===== src/rtl/bias_acc_relu_stage.sv =====
// Bias inject + N_PASS saturating accumulation + output register stage.
// Optional output ReLU when BIAS_ACC_RELU_EN is defined.
module bias_acc_relu_stage #(
    parameter int N_adder_tree = 16,
    parameter int DW           = 18,
    parameter int N_PASS       = 4
) (
    input  logic                           clk,
    input  logic                           rst_n,
    input  logic [N_adder_tree*DW-1:0]     bias_in,
    input  logic [N_adder_tree*DW-1:0]     in_data,
    input  logic                           in_valid,
    output logic                           in_ready,
    output logic [N_adder_tree*DW-1:0]     out_data,
    output logic                           out_valid,
    input  logic                           out_ready,
    output logic [$clog2(N_PASS+1)-1:0]    pass_cnt
);

    localparam int W  = N_adder_tree * DW;
    localparam int CW = $clog2(N_PASS + 1);
    localparam logic [CW-1:0] LAST = CW'(N_PASS - 1);

    function automatic logic [DW-1:0] sat(input logic [DW-1:0] a,
                                          input logic [DW-1:0] b);
        logic [DW:0] s;
        s = {a[DW-1], a} + {b[DW-1], b};
        if (s[DW] != s[DW-1])
            sat = s[DW] ? {1'b1, {(DW-1){1'b0}}} : {1'b0, {(DW-1){1'b1}}};
        else
            sat = s[DW-1:0];
    endfunction

    function automatic logic [DW-1:0] act(input logic [DW-1:0] x);
`ifdef BIAS_ACC_RELU_EN
        act = x[DW-1] ? '0 : x;
`else
        act = x;
`endif
    endfunction

    logic [W-1:0]  acc_q, acc_d;
    logic [W-1:0]  out_q, out_d;
    logic          ov_q, ov_d;
    logic [CW-1:0] cnt_q, cnt_d;
    logic [W-1:0]  base, sum, res;
    logic          last, fire;

    assign last     = (cnt_q == LAST);
    assign in_ready = !(last && ov_q && !out_ready);
    assign fire     = in_valid && in_ready;
    // First beat of a vector starts from the bias instead of acc.
    assign base     = (cnt_q == '0) ? bias_in : acc_q;

    always_comb begin
        sum = '0;
        res = '0;
        for (int i = 0; i < N_adder_tree; i++) begin
            sum[DW*i +: DW] = sat(base[DW*i +: DW], in_data[DW*i +: DW]);
            res[DW*i +: DW] = act(sum[DW*i +: DW]);
        end
    end

    always_comb begin
        acc_d = acc_q;
        out_d = out_q;
        cnt_d = cnt_q;
        ov_d  = ov_q && !out_ready;
        if (fire) begin
            if (last) begin
                out_d = res;
                ov_d  = 1'b1;
                cnt_d = '0;
            end else begin
                acc_d = sum;
                cnt_d = cnt_q + CW'(1);
            end
        end
    end

    always_ff @(posedge clk or negedge rst_n) begin
        if (!rst_n) begin
            acc_q <= '0;
            out_q <= '0;
            ov_q  <= 1'b0;
            cnt_q <= '0;
        end else begin
            acc_q <= acc_d;
            out_q <= out_d;
            ov_q  <= ov_d;
            cnt_q <= cnt_d;
        end
    end

    assign out_data  = out_q;
    assign out_valid = ov_q;
    assign pass_cnt  = cnt_q;

endmodule


===== config.mk =====
export PLATFORM = sky130hd
export DESIGN_NAME = bias_acc_relu_stage
export DESIGN_NICKNAME = d
export VERILOG_FILES = /design/src/rtl/bias_acc_relu_stage.sv
export SDC_FILE = /design/constraint.sdc
export NUM_CORES = 2
export LEC_CHECK = 0
export CAP_MARGIN = 40
export CORE_AREA = 4 4 341 343
export CTS_CLUSTER_DIAMETER = 80
export CTS_CLUSTER_SIZE = 24
export DETAILED_ROUTE_END_ITERATION = 6
export DIE_AREA = 0 0 345 347
export RECOVER_POWER = 25
export SLEW_MARGIN = 20
export SYNTH_ARGS = -nofsm -noshare
export SYNTH_HDL_FRONTEND = slang
export SYNTH_SLANG_ARGS = --single-unit

===== constraint.sdc =====
create_clock -name clk -period 13.4 [get_ports clk]
set_input_delay 4.02 -clock clk [delete_from_list [all_inputs] [get_ports clk]]
set_output_delay 4.02 -clock clk [all_outputs]
set_load 0.01 [all_outputs]

# Word-level counts from Yosys, hierarchy flattened
# Index checks and enable logic that the tools add are counted.
[op_classes]
addsub = 17
n_eq_ne = 17
n_mux = 36
n_bitwise = 1
n_reduce_logical = 9
[ops]
columns = ["cell", "n"]
rows = [
  ["$mux W18", 32],
  ["$add A18 B18 Y19", 16],
  ["$mux W288", 1],
  ["$ne A1 B1 Y1", 16],
  ["$logic_and A1 B1 Y1", 4],
  ["$reduce_and A2 Y1", 2],
  ["$add A3 B1 Y3 const B", 1],
  ["$eq A3 B2 Y1 const B", 1],
  ["$logic_not A3 Y1", 1],
  ["$mux W3", 1],
  ["$logic_not A1 Y1", 2],
  ["$mux W1", 2],
  ["$not A1 Y1", 1],
]
[word_totals]
reg_bits = 580
inputBits = 580

# Longest topological paths before layout
[logic_depth]
depth_word = 6
depth_mapped = 20
depth_no_buf = 16

# Worst setup path before layout
# OpenSTA, ideal clock, no wires.
[synth_path]
path_type = "input -> output"
startpoint = "in out_ready"
endpoint = "out in_ready"
arrival_ps = 4484
slack_ps = 4896
path_stages = 2
path_buffers = 0
path_cell_list = "nand2b_1 > or2_2"
[synth_via]
elab_chain_cells = 3
[synth_lines]
columns = ["item", "line", "text"]
rows = [
  ["start, declared", "16", "input logic out_ready,"],
  ["$logic_not A1 Y1", "50", "assign in_ready = !(last && ov_q && !out_ready);"],
  ["$logic_and A1 B1 Y1", "50", ""],
  ["$logic_not A1 Y1", "50", ""],
  ["end, declared", "13", "output logic in_ready,"],
]
# Every way passes these cells.

# Final worst setup path
[layout_path]
startpoint = "in out_ready"
endpoint = "reg out_q[167], in the netlist out_data[167]"
[layout_via]
elab_chain_cells = 5
[layout_lines]
columns = ["item", "line", "text"]
rows = [
  ["$logic_not A1 Y1", "50", ""],
  ["$logic_and A1 B1 Y1", "50", ""],
  ["$logic_not A1 Y1", "50", ""],
  ["$logic_and A1 B1 Y1", "51", "assign fire = in_valid && in_ready;"],
  ["$reduce_and A2 Y1 (no source line)", "--", ""],
  ["end signal, assigned", "89", "out_q <= out_d;"],
  ["end, declared", "43", "logic [W-1:0] out_q, out_d;"],
]
# Every way passes these cells.
# A chain may end at the register's enable or synchronous reset.

==> reports/metrics.cfg <==
[timing]
finalSetupViolations = 0
max_slew_margin = -3.34
hold_viol_final = 0
finalCritPeriodShare = 0.818
worstMarginPinSlew_ps = 6500
final.setup_skew_ps = 28.4
setup_ws_ps = 2440
fmax_mhz = 91.3
rsz0062_at_grt = false
slew_violations = 335
final.setup.tns_ps = 0
min_period_ps = 10960

[routing]
via_per_inst = 5.39
wl_per_cell_um = 22.8
wl_mm = 152
drc = 0
drtIter0Drc = 2226
ant_nets = 0
firstDrtPassIters = 6
via_count = 36000

[synth]
synthMostInstantiatedCell = nand2_1
synth_area_leaders = dfrtp_1 (37%), mux2_2 (11%), ha_1 (9.2%)
synthCells = 4330
synth-edff-count = 0
yosys.area.top_type = dfrtp_1
ys_ff_latch = 580
ys_top_cells_by_count = nand2_1 (582), dfrtp_1 (580), a21oi_1 (375)
ys.flop_type = dfrtp_1
avgSynthCellArea_um2 = 9.10
yosysWarnings = 0
ys_seq_area_frac = 0.368
synthesis.nets = 5216
synthesis.area_um2 = 39400
async_reset_ff_frac = 1.00
ys_types = 93
yosys.area.top_type_share = 0.368

[finish]
finalNonFillerCells = 6680
drive_above_1_share = 0.106
synthToLayoutAreaGrowth_pct = 30.6
layout.nets = 6000
final_core_util = 0.453

[clock_tree]
cts_resized = 0
cts_setup_buffers = 0
clockBufferDepth = 3
cts_buffers = 45
cts_htree_levels = 2
cts_root_buffer = clkbuf_16
cts_tree = built
clk_latency_ps = 640
cts_hold_repair.buffers = 0
path_clk_slew_ps = 90
clkSinkCount = 580

[pwr]
ir_drop_mv = 0.175
p_per_area_nw_per_um2 = 294
power.leakage_nw = 21.8

[placement]
place.gp.congestion = 0.937
placed_cells = 6575
dp_hpwl_mm = 120
io_buffers = 872
post-place-ws_ps = 3690

[outcome]
status = finished with violations
violations = capacitance limit, slew limit

[global_route]
grt_pass1_wl_mm = 228
grt_max_degree = 123
overflow = 0
antenna_found_initial = 39
grt_pass1_vias = 35700
grtUsageTotal = 0.244

[floorplan]
dieHeight_um = 347
dieArea_um2 = 120000
initial_utilization = 0.347
row_count = 124
io_pins = 873
dieWidth_um = 345
core_area_um2 = 114000

[critical_path]
endpoint_kind = register
crit_type = in2reg
worstPathMaxFanout = 117
cp.arrival_ps = 11490
reg2reg_to = out_data[167]$_DFFE_PN0P_
reg2reg_from = pass_cnt[0]$_DFFE_PN0P_
r2r_cells = 6
rrSetupSlack_ps = 5740
crit_path_start_kind = input port
required_ps = 13940

[worst_hold_path]
hold_start = acc_q[222]$_DFFE_PN0P_
hold_class = reg2reg
hold_depth = 2
hold_end = acc_q[222]$_DFFE_PN0P_

[job]
cap_violations = 5

[metal layers]
layer  global-route usage  up-vias  share of wire  routed length, µm
met4               0.0809       32          0.034               5130
met5                    0        -         0.0014                215
met3               0.0649      230          0.074              11300
li1                     -    17100              -                  -
met2                0.398     1239           0.46              70500
met1                0.316    17400           0.43              65400
[cell type report]
class,count,area [µm²]
inverter,112,420
antenna,19,47.5
clock buffer,49,1200
sequential,580,14500
fill,11100,62100
tap,1512,1890
multi-input combinational,3464,23800
timing repair buffer,911,9120
clock inverter,33,437
[cells by family after synthesis]
group	count (synthesis)	synth area share
xor+xnor	203	0.0451
mux	379	0.108
compound gates	1270	0.201
flops	580	0.368
fa+ha+maj	341	0.109
simple gates	1271	0.141
buf+inv	286	0.0279
[flip-flops by register name, indices dropped and copies added, names as in the netlist]
signal,flops
acc_q,288
out_data,288
pass_cnt,3
out_valid,1
[worst max-delay path, cell delays in order]
cell	delay (ps)
clkdlybuf4s50_1	400
nand2b_1	150
buf_4	180
nand3_4	240
clkbuf_1	4540
nor2_1	1370
a21oi_1	480
[report_power, final]
part           switching (W)  total (W)  internal, W
clock               0.000800    0.00155     0.000754
combinational        0.00590     0.0105      0.00456
sequential          0.000498    0.00314      0.00264
total                0.00720     0.0152      0.00795
[metrics by stage]
| step | power, W | hold WS [ps] | instance area [µm²] |
|---|---|---|---|
| final | 0.0152 | 477 | 51500 |
| after global routing | 0.0164 | 492 | 51400 |
| after CTS | 0.0152 | 477 | 51400 |
| after detailed placement | 0.0135 | 457 | 49800 |
| after global placement | 0.0134 | 452 | 49700 |
| after floorplan | 0.0102 | 440 | 39400 |
[worst max-delay path by stage]
stage,from,end,depth (start not counted)
2_1_floorplan,out_ready,in_ready,2
3_3_place_gp,out_ready,in_ready,5
3_5_place_dp,out_ready,in_ready,5
4_1_cts,out_ready,in_ready,5
5_1_grt,rst_n,out_data[240]$_DFFE_PN0P_,2
6_report,out_ready,out_data[167]$_DFFE_PN0P_,7
[layout by cell type, fill, tap and decap left out, types with 13 or more instances in the layout]
cell type,synthesis,layout
clkdlybuf4s50_1,0,870
buf_4,2,21
maj3_1,34,34
nor2b_1,42,42
fa_1,16,16
nand4_1,20,20
o21ai_1,13,13
nand2_1,582,582
a211o_1,14,14
nand3_1,53,52
or3_1,13,13
dfrtp_1,580,580
a21oi_1,375,375
xnor2_1,129,129
o21a_1,48,48
a22o_1,39,39
mux2_2,373,373
clkbuf_16,0,47
nand2b_1,51,50
o21ai_0,373,373
o211ai_1,31,31
a211oi_1,23,23
o21bai_1,30,30
a21o_1,96,96
nor2_1,364,364
a31oi_1,45,45
and2_1,27,26
or2_2,18,17
inv_1,112,112
and3_1,19,18
o31ai_1,21,21
nor3_1,38,38
xor2_1,74,74
diode_2,0,19
ha_1,290,290
o22a_1,40,40
Power figures use the tool's default switching activity.
